$ cat src/rtl/tracker_pkg.sv
// Shared types and constants for the tracker's keyboard-to-pattern-RAM path.
// The command encodings mirror the USB keycode mapper's outputs.
package tracker_pkg;

    localparam int GRID_W = 80;
    localparam int GRID_H = 30;
    localparam int ADDR_W = 12;

    typedef enum logic [2:0] {
        CUR_NONE  = 3'b000,
        CUR_LEFT  = 3'b001,
        CUR_RIGHT = 3'b010,
        CUR_UP    = 3'b011,
        CUR_DOWN  = 3'b100
    } cursor_cmd_t;

    typedef enum logic [1:0] {
        EDIT_NONE = 2'b00,
        EDIT_INC  = 2'b01,
        EDIT_DEC  = 2'b10,
        EDIT_DEL  = 2'b11
    } edit_cmd_t;

    typedef enum logic [1:0] {
        IDLE,
        RD,
        MOD,
        WR
    } edit_state_t;

    // Row-major cell address within the 80x30 pattern grid.
    function automatic logic [ADDR_W-1:0] cell_addr(input logic [6:0] x, input logic [4:0] y);
        return ADDR_W'(y) * ADDR_W'(GRID_W) + ADDR_W'(x);
    endfunction

endpackage

$ cat src/rtl/edit_controller_if.sv
// Request/grant port onto the shared pattern RAM; the video renderer arbitrates it.
interface edit_controller_if #(
    parameter int DATA_W = 8
);
    logic              mem_req;
    logic              mem_gnt;
    logic              mem_we;
    logic [11:0]       mem_addr;
    logic [DATA_W-1:0] mem_wdata;
    logic [DATA_W-1:0] mem_rdata;

    modport master (
        output mem_req, mem_we, mem_addr, mem_wdata,
        input  mem_gnt, mem_rdata
    );

    modport slave (
        input  mem_req, mem_we, mem_addr, mem_wdata,
        output mem_gnt, mem_rdata
    );
endinterface

$ cat src/rtl/key_repeat.sv
// Registers a level-coded key command and turns it into one-cycle events:
// on every change to a nonzero code, then after REPEAT_DELAY and every REPEAT_RATE cycles.
module key_repeat #(
    parameter int CODE_W       = 3,
    parameter int REPEAT_DELAY = 25_000_000,
    parameter int REPEAT_RATE  = 5_000_000
) (
    input  logic              clk,
    input  logic              Reset_n,
    input  logic [CODE_W-1:0] cmd,
    output logic              key_event,
    output logic [CODE_W-1:0] code
);
    logic [CODE_W-1:0] code_q;
    logic [CODE_W-1:0] prev_q;
    logic [24:0]       cnt_q;
    logic              repeating_q;
    logic [24:0]       limit;
    logic              held;

    assign code  = code_q;
    assign held  = (code_q != '0) && (code_q == prev_q);
    assign limit = repeating_q ? 25'(REPEAT_RATE - 1) : 25'(REPEAT_DELAY - 1);

    // The counter value is stale on the change cycle, so the change term fires there on its own.
    assign key_event = (code_q != '0) && ((code_q != prev_q) || (cnt_q == limit));

    // NOTE: non-blocking assignments keep prev_q holding the old code_q within the same edge.
    always_ff @(posedge clk or negedge Reset_n) begin
        if (!Reset_n) begin
            code_q      <= '0;
            prev_q      <= '0;
            cnt_q       <= '0;
            repeating_q <= 1'b0;
        end else begin
            code_q <= cmd;
            prev_q <= code_q;
            if (!held) begin
                cnt_q       <= '0;
                repeating_q <= 1'b0;
            end else if (cnt_q == limit) begin
                cnt_q       <= '0;
                repeating_q <= 1'b1;
            end else begin
                cnt_q <= cnt_q + 25'd1;
            end
        end
    end

endmodule

$ cat src/rtl/edit_controller.sv
// Cursor and edit sequencer between the keycode mapper and the shared pattern RAM.
// Edits run as read-modify-write cycles behind a request/grant handshake.
module edit_controller
    import tracker_pkg::*;
#(
    parameter int DATA_W       = 8,
    parameter int REPEAT_DELAY = 25_000_000,
    parameter int REPEAT_RATE  = 5_000_000
) (
    input  logic              clk,
    input  logic              Reset_n,
    input  logic [2:0]        user_cursor,
    input  logic [1:0]        user_edit,
    output logic [6:0]        cursor_x,
    output logic [4:0]        cursor_y,
    edit_controller_if.master mem,
    output logic              busy,
    output logic              edit_done
);
    logic [2:0] cursor_clean;
    logic       cur_evt;
    logic [2:0] cur_code;
    logic       edit_evt;
    logic [1:0] edit_code;

    // Reserved cursor codes behave exactly like "none", including clearing the repeat counter.
    assign cursor_clean = (user_cursor > 3'd4) ? 3'd0 : user_cursor;

    key_repeat #(.CODE_W(3), .REPEAT_DELAY(REPEAT_DELAY), .REPEAT_RATE(REPEAT_RATE)) u_cursor_rep (
        .clk(clk), .Reset_n(Reset_n), .cmd(cursor_clean), .key_event(cur_evt), .code(cur_code)
    );

    key_repeat #(.CODE_W(2), .REPEAT_DELAY(REPEAT_DELAY), .REPEAT_RATE(REPEAT_RATE)) u_edit_rep (
        .clk(clk), .Reset_n(Reset_n), .cmd(user_edit), .key_event(edit_evt), .code(edit_code)
    );

    always_ff @(posedge clk or negedge Reset_n) begin
        if (!Reset_n) begin
            cursor_x <= '0;
            cursor_y <= '0;
        end else if (cur_evt) begin
            case (cursor_cmd_t'(cur_code))
                CUR_LEFT:  cursor_x <= (cursor_x == 7'd0) ? 7'(GRID_W - 1) : cursor_x - 7'd1;
                CUR_RIGHT: cursor_x <= (cursor_x == 7'(GRID_W - 1)) ? 7'd0 : cursor_x + 7'd1;
                CUR_UP:    cursor_y <= (cursor_y == 5'd0) ? 5'(GRID_H - 1) : cursor_y - 5'd1;
                CUR_DOWN:  cursor_y <= (cursor_y == 5'(GRID_H - 1)) ? 5'd0 : cursor_y + 5'd1;
                default:   ;
            endcase
        end
    end

    edit_state_t       state_q, state_d;
    edit_cmd_t         op_q, op_d;
    logic              req_q, req_d;
    logic              we_q, we_d;
    logic [11:0]       addr_q, addr_d;
    logic [DATA_W-1:0] wdata_q, wdata_d;
    logic              done_d;
    logic              granted;

    assign granted = req_q && mem.mem_gnt;

    // NOTE: every output of this block gets a default first, so no path can infer a latch.
    always_comb begin
        state_d = state_q;
        op_d    = op_q;
        req_d   = req_q;
        we_d    = we_q;
        addr_d  = addr_q;
        wdata_d = wdata_q;
        done_d  = 1'b0;
        case (state_q)
            IDLE: begin
                if (edit_evt) begin
                    op_d   = edit_cmd_t'(edit_code);
                    addr_d = cell_addr(cursor_x, cursor_y);
                    req_d  = 1'b1;
                    if (edit_cmd_t'(edit_code) == EDIT_DEL) begin
                        state_d = WR;
                        we_d    = 1'b1;
                        wdata_d = '0;
                    end else begin
                        state_d = RD;
                        we_d    = 1'b0;
                    end
                end
            end
            RD: begin
                if (granted) begin
                    state_d = MOD;
                    req_d   = 1'b0;
                end
            end
            MOD: begin
                wdata_d = (op_q == EDIT_INC) ? mem.mem_rdata + DATA_W'(1) : mem.mem_rdata - DATA_W'(1);
                state_d = WR;
                req_d   = 1'b1;
                we_d    = 1'b1;
            end
            WR: begin
                if (granted) begin
                    state_d = IDLE;
                    req_d   = 1'b0;
                    we_d    = 1'b0;
                    done_d  = 1'b1;
                end
            end
        endcase
    end

    always_ff @(posedge clk or negedge Reset_n) begin
        if (!Reset_n) begin
            state_q   <= IDLE;
            op_q      <= EDIT_NONE;
            req_q     <= 1'b0;
            we_q      <= 1'b0;
            addr_q    <= '0;
            wdata_q   <= '0;
            busy      <= 1'b0;
            edit_done <= 1'b0;
        end else begin
            state_q   <= state_d;
            op_q      <= op_d;
            req_q     <= req_d;
            we_q      <= we_d;
            addr_q    <= addr_d;
            wdata_q   <= wdata_d;
            busy      <= (state_d != IDLE);
            edit_done <= done_d;
        end
    end

    assign mem.mem_req   = req_q;
    assign mem.mem_we    = we_q;
    assign mem.mem_addr  = addr_q;
    assign mem.mem_wdata = wdata_q;

endmodule

$ cat src/flat_wrapper.sv
// flat-port wrapper written by rule: the top's interface ports become plain ports
module edit_controller_flat import tracker_pkg::*;
#(
    parameter int DATA_W       = 8,
    parameter int REPEAT_DELAY = 25_000_000,
    parameter int REPEAT_RATE  = 5_000_000
)
  (clk, Reset_n, user_cursor, user_edit, cursor_x, cursor_y, busy, edit_done, mem_mem_req, mem_mem_we, mem_mem_addr, mem_mem_wdata, mem_mem_gnt, mem_mem_rdata);
  edit_controller_if #(.DATA_W(DATA_W)) mem_i ();
  input  logic clk;
  input  logic Reset_n;
  input  logic [2:0] user_cursor;
  input  logic [1:0] user_edit;
  output logic [6:0] cursor_x;
  output logic [4:0] cursor_y;
  output logic busy;
  output logic edit_done;
  output wire logic [$bits(mem_i.mem_req)-1:0] mem_mem_req;
  output wire logic [$bits(mem_i.mem_we)-1:0] mem_mem_we;
  output wire logic [$bits(mem_i.mem_addr)-1:0] mem_mem_addr;
  output wire logic [$bits(mem_i.mem_wdata)-1:0] mem_mem_wdata;
  input wire logic [$bits(mem_i.mem_gnt)-1:0] mem_mem_gnt;
  input wire logic [$bits(mem_i.mem_rdata)-1:0] mem_mem_rdata;
  assign mem_mem_req = mem_i.mem_req;
  assign mem_mem_we = mem_i.mem_we;
  assign mem_mem_addr = mem_i.mem_addr;
  assign mem_mem_wdata = mem_i.mem_wdata;
  assign mem_i.mem_gnt = mem_mem_gnt;
  assign mem_i.mem_rdata = mem_mem_rdata;
  edit_controller #(.DATA_W(DATA_W), .REPEAT_DELAY(REPEAT_DELAY), .REPEAT_RATE(REPEAT_RATE)) u_core (.clk(clk), .Reset_n(Reset_n), .user_cursor(user_cursor), .user_edit(user_edit), .cursor_x(cursor_x), .cursor_y(cursor_y), .mem(mem_i), .busy(busy), .edit_done(edit_done));
endmodule
$ cat config.mk
export PLATFORM = sky130hd
export DESIGN_NAME = edit_controller_flat
export DESIGN_NICKNAME = d
export VERILOG_FILES = /design/src/rtl/tracker_pkg.sv /design/src/rtl/edit_controller_if.sv /design/src/rtl/key_repeat.sv /design/src/rtl/edit_controller.sv /design/src/flat_wrapper.sv
export SDC_FILE = /design/constraint.sdc
export NUM_CORES = 1
export LEC_CHECK = 0
export CAP_MARGIN = 30
export CORE_MARGIN = 2
export CORE_UTILIZATION = 58
export CTS_CLUSTER_SIZE = 28
export DETAILED_ROUTE_END_ITERATION = 10
export PLACE_DENSITY_LB_ADDON = 0.1
export SYNTH_ARGS = -nofsm -noshare
export SYNTH_HDL_FRONTEND = slang
export SYNTH_SLANG_ARGS = --single-unit
$ cat constraint.sdc
create_clock -name clk -period 2.7 [get_ports clk]
set_input_delay 0.675 -clock clk [delete_from_list [all_inputs] [get_ports clk]]
set_output_delay 0.675 -clock clk [all_outputs]
set_load 0.005 [all_outputs]
### After elaboration in Yosys (flattened, before gate mapping)

Index checks and enable logic that the tools add are counted.

| word-level totals | value |
|---|---|
| word-level logic and storage cells | 110 |
| bits in registers | 102 |

| cells by class | value |
|---|---|
| reduce and logical (&&, ||, !) cells | 24 |
| multipliers | 1 |
| magnitude comparators | 1 |
| equality and inequality tests | 23 |
| add/sub/neg operators | 9 |
| mux-type cells | 34 |

Operators by type and width:

| kind | count |
|---|---|
| 25-bit two-way mux | 6 |
| 25-bit by 1-bit adder with 25-bit output, second input constant | 2 |
| 25-bit == test | 2 |
| 8-bit two-way mux | 3 |
| 8-bit case mux with 2 select lines | 1 |
| 7-bit two-way mux | 2 |
| 7-bit case mux with 2 select lines | 1 |
| 12-bit by 7-bit adder with 12-bit output | 1 |
| 2-bit by 1-bit != test with 1-bit output, second input constant | 6 |
| 1-bit two-way mux | 10 |
| 5-bit two-way mux | 2 |
| 5-bit case mux with 2 select lines | 1 |
| 2-bit nonzero test | 5 |
| 8-bit by 1-bit adder with 8-bit output, second input constant | 1 |
| 5-bit by 3-bit multiplier with 8-bit output, second input constant | 1 |
| 2-bit two-way mux | 4 |
| 2-bit case mux with 4 select lines | 1 |
| 2-bit AND reduction | 4 |
| 8-bit by 1-bit subtractor with 8-bit output, second input constant | 1 |
| 7-bit by 1-bit adder with 7-bit output, second input constant | 1 |
| 7-bit == test, second input constant | 1 |
| 7-bit logical NOT | 1 |
| 7-bit by 1-bit subtractor with 7-bit output, second input constant | 1 |
| 2-bit == test, second input constant | 3 |
| other kinds (21) | 31 |

### Logic depth before layout (Yosys ltp)

| logic depth | value |
|---|---|
| word-level depth | 7 |
| gate-level depth with buffers | 9 |
| gate-level depth less buffers | 9 |

### Modules after synthesis

From an unflattened synthesis, not the netlist that was laid out.

| unflattened totals | value |
|---|---|
| cells, all modules | 608 |
| area total of the unflattened synthesis | 5850.6 um2 |

By module, submodules not included:

| module | times used | area each (um2) | cells an instance |
|---|---|---|---|
| edit_controller | 1 | 2632.5 | 297 |
| key_repeat (u_core.u_cursor_rep) | 1 | 1636.6 | 157 |
| key_repeat (u_core.u_edit_rep) | 1 | 1581.5 | 154 |

### Worst setup path after synthesis

Ideal clock, no wire load.

| timing | value |
|---|---|
| path type | reg-to-reg |
| start | reg u_core.cursor_y[3] |
| end | reg u_core.addr_q[10] (netlist: u_core.mem.mem_addr[10]) |
| setup time | 0.124 ns |
| cell stages (with the launch flop) | 9 |
| required time | 2.576 ns |
| path buffers | 0 |
| path slack | 0.470 ns |
| arrival | 2.106 ns |
| cell sequence | dfrtp_1 ha_1 ha_1 fa_1 nor2b_1 or2_2 o2111ai_1 xor2_1 o21ai_1 |

| between the ends | value |
|---|---|
| cells in the longest elaborated chain, start to end | 2 |

RTL lines:

| what | line | text |
|---|---|---|
| start: declaration | edit_controller.sv:15 | `output logic [4:0] cursor_y,` |
| start signal: assignment | edit_controller.sv:45 | `CUR_UP: cursor_y <= (cursor_y == 5'd0) ? 5'(GRID_H - 1) : cursor_y - 5'd1;` |
| start signal: assignment | edit_controller.sv:46 | `CUR_DOWN: cursor_y <= (cursor_y == 5'(GRID_H - 1)) ? 5'd0 : cursor_y + 5'd1;` |
| 5-bit by 3-bit multiplier with 8-bit output | tracker_pkg.sv:33 | `return ADDR_W'(y) * ADDR_W'(GRID_W) + ADDR_W'(x);` |
| 12-bit by 7-bit adder with 12-bit output | tracker_pkg.sv:33 |  |
| end signal: assignment | edit_controller.sv:126 | `addr_q <= addr_d;` |
| end: declaration | edit_controller.sv:56 | `logic [11:0] addr_q, addr_d;` |

No other way between the ends.
A chain may end at the register's enable or synchronous reset.

### Worst setup path after layout

| timing | value |
|---|---|
| start | reg u_core.u_edit_rep.cnt_q[16] |
| end | reg u_core.addr_q[11] (netlist: u_core.mem.mem_addr[11]) |

| between the ends | value |
|---|---|
| cells in the longest elaborated chain, start to end | 4 |

RTL lines:

| what | line | text |
|---|---|---|
| start: declaration | key_repeat.sv:16 | `logic [24:0] cnt_q;` |
| start signal: assignment | key_repeat.sv:45 | `cnt_q <= cnt_q + 25'd1;` |
| 25-bit == test | key_repeat.sv:26 | `assign key_event = (code_q != '0) && ((code_q != prev_q) \|\| (cnt_q == limit));` |
| 1-bit logical OR | key_repeat.sv:26 |  |
| 1-bit logical AND | key_repeat.sv:26 |  |
| 2-bit AND reduction (no source line) | -- |  |

No other way between the ends.

==> results.json <==
{
  "cts_hold_buf": 0,
  "nets": 670,
  "clk_latency_ns": 0.36,
  "yosys.cell_types.count": 64,
  "synth_compound_area_frac": 0.127,
  "end_kind": "flip-flop",
  "post-route-min-period_ns": 2.41,
  "synthAdderAreaFrac": 0.0604,
  "first_pass_iters": 4,
  "r2r_slack_ns": 0.29,
  "grt_overflow": 0,
  "grt_pass1_wl_um": 18800,
  "cts_tree": "yes",
  "synth_edf_count": 0,
  "crit_path_top_delay_cell": "or4_1",
  "whs_ns": 0.283,
  "maxCapViolations": 0,
  "synth-simple-area-share": 0.213,
  "critPathTopFamily": "compound AO/OA/AOI/OAI gates",
  "powerDensity_nw_per_um2": 834,
  "cp.arrival_ns": 2.67,
  "vias_per_cell": 5.71,
  "rr_startpoint": "u_core.u_edit_rep.cnt_q[16]$_DFF_PN0_",
  "cts_sinks": 102,
  "relSlewSlack": 0.468,
  "cts_buffers": 9,
  "ioPinCount": 52,
  "required_ns": 2.96,
  "synth_top_family_by_area": "simple AND/OR/NAND/NOR gates",
  "fmax_mhz": 414,
  "status": "finished, final reports clean",
  "first_iter_violations": 174,
  "post-place-cells": 747,
  "hpwl_um": 7740,
  "timing.critical_path.slowest_cell_delay_ns": 0.52,
  "dr_total_vias": 4360,
  "synth_nets": 619,
  "path_cells": "or4_1, nor3_1, o2111a_1, o221ai_2, buf_4, a21o_1",
  "cts_setup_buffers": 0,
  "antenna_found_initial": 0,
  "final_cells": 763,
  "postSynth.asyncResetShare": 1.00,
  "rows": 35,
  "dpl_cell_area_um2": 6230,
  "maxSlewViolCount": 0,
  "holdCritPathClass": "input pin to async pin",
  "n_fill_cell": 743,
  "place_congestion": 0.811,
  "dieArea_um2": 10400,
  "fin_area_um2": 6440,
  "antenna_left": 0,
  "grt_max_degree": 63,
  "start_util": 0.598,
  "die_x_um": 102,
  "vdd_drop_max_v": 0.000658,
  "skew_ns": 0.0110,
  "htree_levels": 3,
  "syn_area_um2": 5550,
  "avgRoutedWirePerCell_um": 14.2,
  "synth_cells": 578,
  "yosys_warnings": 0,
  "r2r-end": "u_core.mem.mem_addr[11]$_DFFE_PN0P_",
  "min_period_over_period": 0.894,
  "cts_resized": 0,
  "setup_viol": 0,
  "path_buf_inv": 1,
  "clk_path_buf_depth": 2,
  "ys_ff_latch": 102,
  "wl_um": 10800,
  "synth_ff_type": "dfrtp_1",
  "fp.dieH_um": 102,
  "layout_commonest_cell": "dfrtp_1",
  "critPathKind": "flip-flop to flip-flop",
  "syn_area_per_cell_um2": 9.61,
  "area_delta_synth_final_pct": 16.0,
  "clock_tree.root_cell": "clkbuf_8",
  "num_antenna_cells": 0,
  "globalRouteTotalUtil": 0.225,
  "rr_worst_depth": 6,
  "drc": 0,
  "io_buffers": 51,
  "muxShareOfSynthArea": 0.0122,
  "final_hold_viol_count": 0,
  "grt_pass1_vias": 4133,
  "clk_pin_slew_worst_paths_ns": 0.09,
  "worstMarginPinSlew_ns": 0.798,
  "synth_xor_area_frac": 0.0962,
  "grt_setup_unrepaired": "false",
  "cp-start-kind": "flip-flop",
  "seq_area_frac_synth": 0.460,
  "core_um2": 9280,
  "final_cell_mix": "dfrtp_1, nor2_1, clkdlybuf4s50_1, nand2_1, xnor2_1",
  "crit_fanout": 15,
  "power_uw": 5370,
  "drive_above_1_share": 0.0647,
  "total_leakage_power_uw": 0.00268,
  "startpoint": "u_core.u_edit_rep.cnt_q[16]$_DFF_PN0_"
}
## registers in the layout (all words and copies together), names as in the netlist, 2 cells and up
register	cells
u_core.u_edit_rep.code	2
u_core.cursor_y	5
u_core.state_q	2
u_core.cursor_x	7
u_core.u_cursor_rep.cnt_q	25
u_core.u_edit_rep.cnt_q	25
u_core.mem.mem_addr	12
u_core.op_q	2
u_core.u_cursor_rep.prev_q	3
u_core.u_cursor_rep.code	3
u_core.mem.mem_wdata	8
u_core.u_edit_rep.prev_q	2
## worst max path at each step
stage	endpoint	depth (start not counted)
final	u_core.mem.mem_addr[11]$_DFFE_PN0P_	6
after global routing	u_core.mem.mem_addr[11]$_DFFE_PN0P_	6
after CTS	u_core.mem.mem_addr[11]$_DFFE_PN0P_	6
after detailed placement	u_core.mem.mem_wdata[7]$_DFFE_PN0P_	8
after global placement	u_core.mem.mem_wdata[7]$_DFFE_PN0P_	8
after floorplan	u_core.mem.mem_addr[10]$_DFFE_PN0P_	8
## metal layers
metal,track usage,up-vias,wire [um]
met3,0.0465,14,431
met1,0.307,2126,4910
li1,-,2126,-
met4,0.0615,0,132
met5,0,-,0
met2,0.368,94,5370
## layout make-up
cell class / instances / area, um2 / share of cell area
clock buffer: 13 / 149 / 0.0231
inverter: 19 / 71.3 / 0.0111
timing repair buffer: 64 / 618 / 0.0959
tap: 129 / 161 / 0.0250
clock inverter: 3 / 67.6 / 0.0105
multi-input combinational: 433 / 2830 / 0.438
sequential: 102 / 2550 / 0.396
## power breakdown
group | total, uW | switching, uW | internal [uW]
sequential | 2090 | 296 | 1790
combinational | 2260 | 1070 | 1190
clock | 1030 | 478 | 549
total | 5370 | 1840 | 3530
## cells by family after synthesis
family / after synthesis
fa+ha+maj: 25
flops: 102
mux: 6
simple gates: 237
xor+xnor: 61
buf+inv: 43
compound gates: 104
## synthesized netlist by cell type (3+ instances only)
library cell,count,area [um2]
nor3b_1,4,30.0
nor3_1,18,90.1
a21o_1,4,30.0
xor2_1,29,254
nand2_1,45,169
inv_1,19,71.3
nor2b_1,8,50.1
o21ai_0,17,85.1
a211oi_1,3,22.5
a21oi_1,18,90.1
xnor2_1,32,280
nor2_1,83,312
nand4b_1,6,52.6
fa_1,3,60.1
nand4_1,7,43.8
nand2b_1,5,31.3
nand3_1,22,110
and2_1,3,18.8
o31ai_1,4,30.0
buf_2,6,30.0
mux2_1,5,56.3
clkbuf_1,16,60.1
a31oi_1,4,25.0
o21ai_1,16,80.1
ha_1,22,275
a22o_1,10,87.6
and3_1,9,56.3
dfrtp_1,102,2550
or3_1,4,25.0
nor4_1,7,43.8
## metrics by stage
stage	worst slack, ns	setup TNS, ns	utilization
after detailed placement	-0.0552	-0.0552	0.671
after global placement	0.000866	0	0.671
final	0.287	0	0.694
after CTS	0.266	0	0.694
after floorplan	0.470	0	-
after global routing	0.127	0	0.694
Note: power is estimated with default switching activity, not from simulation.
==> patch 1 (same flow settings) <==
`addr_q` and `wdata_q` no longer have a reset.
--- a/src/rtl/edit_controller.sv
+++ b/src/rtl/edit_controller.sv
@@ -114,8 +114,6 @@
             op_q      <= EDIT_NONE;
             req_q     <= 1'b0;
             we_q      <= 1'b0;
-            addr_q    <= '0;
-            wdata_q   <= '0;
             busy      <= 1'b0;
             edit_done <= 1'b0;
         end else begin
@@ -123,11 +121,14 @@
             op_q      <= op_d;
             req_q     <= req_d;
             we_q      <= we_d;
-            addr_q    <= addr_d;
-            wdata_q   <= wdata_d;
             busy      <= (state_d != IDLE);
             edit_done <= done_d;
         end
+    end
+
+    always_ff @(posedge clk) begin
+        addr_q  <= addr_d;
+        wdata_q <= wdata_d;
     end
 
     assign mem.mem_req   = req_q;
Function: differs if Reset_n is asserted again (counterexample within 4 cycles, from zero or initial values and one cycle with Reset_n low); with Reset_n held inactive, the same outputs for 10 cycles.
==> patch 1 against the unedited design <==
Setup slack lost 0.17 ns. Routed wire length grew 6.3%. Area after synthesis grew 2.4%. Design area grew 3.1%. Sequential cell count is the same. First-iteration DRC count grew 17%. Power shrank 21%. Via count grew 2.8%.
==> patch 1: results (changes against the unedited design) <==
<table>
<tr><th>Metric</th><th>Value</th></tr>
<tr><th colspan="2">Final layout</th></tr>
<tr><td>Sequential cell area</td><td>2650 µm² (+3.9%)</td></tr>
<tr><td>Logic inverters</td><td>20 (+1)</td></tr>
<tr><td>Area used by multi-input combinational logic</td><td>2890 µm² (+2.2%)</td></tr>
<tr><td>Fraction of final layout cells sized beyond drive strength 1</td><td>8.09% (+1.6 points)</td></tr>
<tr><td>Final nets</td><td>679 (+1.3%)</td></tr>
<tr><td>Filler Cell Count</td><td>791 (+6.5%)</td></tr>
<tr><td>Clock tree buffer count of the final layout</td><td>11 (-2)</td></tr>
<tr><th colspan="2">STA</th></tr>
<tr><td>WHS</td><td>0.291 ns (+0.00712 ns)</td></tr>
<tr><td>Final worst slack</td><td>0.112 ns (-0.175 ns)</td></tr>
<tr><th colspan="2">GRT</th></tr>
<tr><td>Met1 layer usage reported by global route</td><td>31.4% (+0.74 points)</td></tr>
<tr><td>Global-route usage over all layers</td><td>22.9% (+0.42 points)</td></tr>
<tr><td>Vias in the first global route</td><td>4167 (+0.82%)</td></tr>
<tr><th colspan="2">Drt</th></tr>
<tr><td>Routed wire per std cell</td><td>14.9 µm (+4.5%)</td></tr>
<tr><td>Total vias in the final route</td><td>4480 (+2.8%)</td></tr>
<tr><td>Metal1 wirelength</td><td>5280 µm (+7.4%)</td></tr>
<tr><td>Drt initial violations</td><td>204 (+17%)</td></tr>
<tr><td>Final wirelength</td><td>11500 µm (+6.3%)</td></tr>
<tr><th colspan="2">Status</th></tr>
<tr><td>Run status</td><td>finished clean</td></tr>
<tr><th colspan="2">Worst setup path</th></tr>
<tr><td>Kind of cell adding the most delay to the critical path</td><td>simple AND/OR/NAND/NOR gates</td></tr>
<tr><td>Capturing point of the worst reg2reg path</td><td>u_core.mem.mem_addr[0]</td></tr>
<tr><td>Slowest cell on the critical path</td><td>sky130_fd_sc_hd__or4_4</td></tr>
<tr><th colspan="2">Synth</th></tr>
<tr><td>Synth Area in Compound Gates</td><td>9.37% (-3.3 points)</td></tr>
<tr><td>Post-synthesis mux area share</td><td>1.14% (-0.073 points)</td></tr>
<tr><th colspan="2">Power</th></tr>
<tr><td>Static Leak</td><td>0.00267 µW (-0.40%)</td></tr>
<tr><th colspan="2">Placed design</th></tr>
<tr><td>Post-DP HPWL</td><td>8400 µm (+8.6%)</td></tr>
<tr><td>Final estimated routing congestion in global placement</td><td>0.899 (+11%)</td></tr>
<tr><td>Placed cell count</td><td>757 (+1.3%)</td></tr>
<tr><th colspan="2">Floorplan</th></tr>
<tr><td>Count of standard-cell rows</td><td>36 (+2.9%)</td></tr>
</table>
[patch 1: cell count changes in the layout (fill, tap and decap cells not counted), sizes merged, moves of 4 or more]
cell    delta
o21ai     -15
and3       +6
nand2      -4
dfrtp     -20
nand3     +10
buf        +4
a22o      -10
nor4b      +5
nand4      +5
edfxtp    +20
or4        +4
[patch 1: logic make-up after synthesis]
group / count (synthesis)
AND/OR/NAND/NOR: 263
flip-flops: 102
AO/OA/AOI/OAI: 78
XOR/XNOR: 64
buffers and inverters: 35
adder cells (fa/ha/maj): 25
multiplexers: 6
[patch 1: power breakdown]
group,switching (µW),internal (µW)
clock network,508,336
registers,196,1740
logic,763,723
total,1470,2790
[patch 1: timing repair]
| item | 4_1_cts | 5_1_grt |
|---|---|---|
| hold buffers | 0 | 0 |
| endpoints found under the hold margin | 0 | 0 |
| resized for setup | 0 | 1 |
| buffers inserted | 0 | 2 |
| setup endpoints to repair | 0 | 12 |
==> patch 2 (same flow settings) <==
Without the edit above. `REPEAT_RATE` is set to 5_000_000 in 3 places; all go to 2_500_000.
--- a/src/rtl/key_repeat.sv
+++ b/src/rtl/key_repeat.sv
@@ -3,7 +3,7 @@
 module key_repeat #(
     parameter int CODE_W       = 3,
     parameter int REPEAT_DELAY = 25_000_000,
-    parameter int REPEAT_RATE  = 5_000_000
+    parameter int REPEAT_RATE  = 2_500_000
 ) (
     input  logic              clk,
     input  logic              Reset_n,
--- a/src/rtl/edit_controller.sv
+++ b/src/rtl/edit_controller.sv
@@ -5,7 +5,7 @@
 #(
     parameter int DATA_W       = 8,
     parameter int REPEAT_DELAY = 25_000_000,
-    parameter int REPEAT_RATE  = 5_000_000
+    parameter int REPEAT_RATE  = 2_500_000
 ) (
     input  logic              clk,
     input  logic              Reset_n,
--- a/src/flat_wrapper.sv
+++ b/src/flat_wrapper.sv
@@ -3,7 +3,7 @@
 #(
     parameter int DATA_W       = 8,
     parameter int REPEAT_DELAY = 25_000_000,
-    parameter int REPEAT_RATE  = 5_000_000
+    parameter int REPEAT_RATE  = 2_500_000
 )
   (clk, Reset_n, user_cursor, user_edit, cursor_x, cursor_y, busy, edit_done, mem_mem_req, mem_mem_we, mem_mem_addr, mem_mem_wdata, mem_mem_gnt, mem_mem_rdata);
   edit_controller_if #(.DATA_W(DATA_W)) mem_i ();
Formal check against the unedited RTL: same outputs for any inputs over 4 cycles, from zero or initial values and one cycle with Reset_n low; that may be too few to reach the edited logic, so the function may still have changed.
==> patch 2 against the unedited design <==
Global-route usage up 1.5 points. Highest routed layer unchanged. Sequential cell count unchanged. Maximum frequency down 6.4%. Critical endpoint unchanged. Setup slack got worse by 0.17 ns. Largest cell class unchanged. Power increased by 7.2%. Routed wire length up 19%. Area after synthesis is 9.6% higher. Design area up 7.5%. First-iteration DRC count rose by 47%. Die area grew 9.2%. Cell count grew 4.1%.
==> patch 2: results (changes against the unedited design) <==
<table>
<tr><th>Metric</th><th>Value</th></tr>
<tr><th colspan="2">Worst setup path</th></tr>
<tr><td>Arrival @ worst endpoint</td><td>2.84 ns (+0.17 ns)</td></tr>
<tr><td>FF-to-FF Start</td><td>u_core.cursor_y[1]</td></tr>
<tr><td>Depth of the worst register-to-register path</td><td>8 (+2)</td></tr>
<tr><td>Maximum fanout count along the critical path</td><td>4 (-11)</td></tr>
<tr><th colspan="2">Drt</th></tr>
<tr><td>Drt initial violations</td><td>255 (+47%)</td></tr>
<tr><td>Number of optimization iterations in the first detailed-route pass</td><td>5 (+1)</td></tr>
<tr><td>Final wirelength</td><td>12900 µm (+19%)</td></tr>
<tr><td>Total vias in the final route</td><td>4665 (+7.0%)</td></tr>
<tr><th colspan="2">Placed design</th></tr>
<tr><td>Post-DP HPWL</td><td>9340 µm (+21%)</td></tr>
<tr><td>Placed inst area</td><td>6720 µm² (+7.8%)</td></tr>
<tr><td>Worst setup slack after placement</td><td>0.0307 ns (+0.0860 ns)</td></tr>
<tr><th colspan="2">Final layout</th></tr>
<tr><td>Fraction of final layout cells sized beyond drive strength 1</td><td>12.3% (+5.8 points)</td></tr>
<tr><td>Final nets</td><td>694 (+3.6%)</td></tr>
<tr><td>Final Cell Area</td><td>6930 µm² (+7.5%)</td></tr>
<tr><th colspan="2">GRT</th></tr>
<tr><td>Global-route usage over all layers</td><td>24.0% (+1.5 points)</td></tr>
<tr><td>Global-route wire length before repair</td><td>21900 µm (+17%)</td></tr>
<tr><td>Largest net degree at the start of global routing</td><td>47 (-25%)</td></tr>
<tr><th colspan="2">Synth</th></tr>
<tr><td>Synth cell types</td><td>68 (+6.3%)</td></tr>
<tr><td>Leading cell types by total area after synthesis</td><td>sky130_fd_sc_hd__dfrtp_1 42%, sky130_fd_sc_hd__xnor2_1 7.3%, sky130_fd_sc_hd__ha_1 4.5%</td></tr>
<tr><td>Synth cell count leaders</td><td>102 x sky130_fd_sc_hd__dfrtp_1, 57 x sky130_fd_sc_hd__nor2_1, 51 x sky130_fd_sc_hd__xnor2_1</td></tr>
<tr><td>Post-Syn Nets</td><td>645 (+4.2%)</td></tr>
<tr><th colspan="2">Status</th></tr>
<tr><td>Run status</td><td>finished clean</td></tr>
<tr><th colspan="2">STA</th></tr>
<tr><td>Final min period</td><td>2.58 ns (+0.166 ns)</td></tr>
<tr><td>Relative max-transition margin</td><td>60.6% (+14 points)</td></tr>
<tr><th colspan="2">Power</th></tr>
<tr><td>Worst supply voltage drop on vdd</td><td>0.515 mV (-22%)</td></tr>
</table>
-- patch 2: cell types whose count changed in the layout (fill, tap and decap cells not counted), sizes merged, moves of 5 or more --
cell	change
nand3	+10
nor2	-6
inv	+8
and3	+6
mux2	+8
xnor2	+19
xor2	-18
nand2	-16
o21ai	-15
nand4b	-5
-- patch 2: worst max-delay path by stage --
| stage | slack (ns) | startpoint | end | cells after the start |
|---|---|---|---|---|
| 2_1_floorplan | 0.07 | u_core.cursor_y[3] | u_core.mem.mem_addr[11] | 8 |
| 3_3_place_gp | 0.11 | u_core.cursor_y[1] | u_core.mem.mem_addr[11] | 8 |
| 3_5_place_dp | 0.03 | u_core.cursor_y[1] | u_core.mem.mem_addr[11] | 8 |
| 4_1_cts | 0.01 | u_core.cursor_y[1] | u_core.mem.mem_addr[11] | 8 |
| 5_1_grt | 0.009 | u_core.cursor_y[1] | u_core.mem.mem_addr[11] | 8 |
| 6_report | 0.12 | u_core.cursor_y[1] | u_core.mem.mem_addr[11] | 8 |
-- patch 2: per-layer routing --
layer	vias to the layer above	share of wire [%]	track usage, %
met4	0	1.4	6.59
li1	2250	-	-
met2	103	52	43.6
met5	-	0	0
met3	15	3.3	3.68
met1	2297	43	29.7
-- patch 2: final cells by class --
cell class | count | area (µm²)
Inverter | 27 | 101
Tap cell | 136 | 170
Multi-Input combinational cell | 449 | 3280
Fill cell | 838 | 3350
Clock inverter | 4 | 45.0
Timing Repair Buffer | 64 | 618
Sequential cell | 102 | 2550
Clock buffer | 12 | 155
-- patch 2: repair_timing --
action / CTS / global route
hold buffers: 0 / 0
endpoints found under the setup margin: 0 / 1
resized for setup: 0 / 2
-- patch 2: where the power goes --
group	total, µW	switching, µW	internal (µW)	leakage, µW
Sequential	2090	289	1800	0.00134
Clock	992	516	476	0.000106
Combinational	2680	1290	1390	0.00132
-- patch 2: cell families after synthesis --
| family | share of synthesized area [%] |
|---|---|
| muxes | 3.64 |
| adders and majority gates | 5.51 |
| xor gates and xnor gates | 8.92 |
| buffers and inverters | 4.30 |
| DFF | 41.9 |
| and+or+nand+nor | 23.9 |
| AOI/OAI and AO/OA | 11.8 |
-- patch 2: through the flow --
stage	instances	hold slack, ns
floorplan	604	0.349
global placement	778	0.449
detailed placement	778	0.453
CTS	794	0.253
global route	794	0.259
finish	794	0.248
-- patch 2: critical path, stage by stage, from the launching register on --
cell	delay, ns
sky130_fd_sc_hd__dfrtp_1	0.40
sky130_fd_sc_hd__ha_1	0.30
sky130_fd_sc_hd__ha_1	0.23
sky130_fd_sc_hd__fa_2	0.47
sky130_fd_sc_hd__and3_1	0.21
sky130_fd_sc_hd__a32oi_2	0.22
sky130_fd_sc_hd__o41ai_1	0.10
sky130_fd_sc_hd__a221o_1	0.29
sky130_fd_sc_hd__mux2_4	0.25
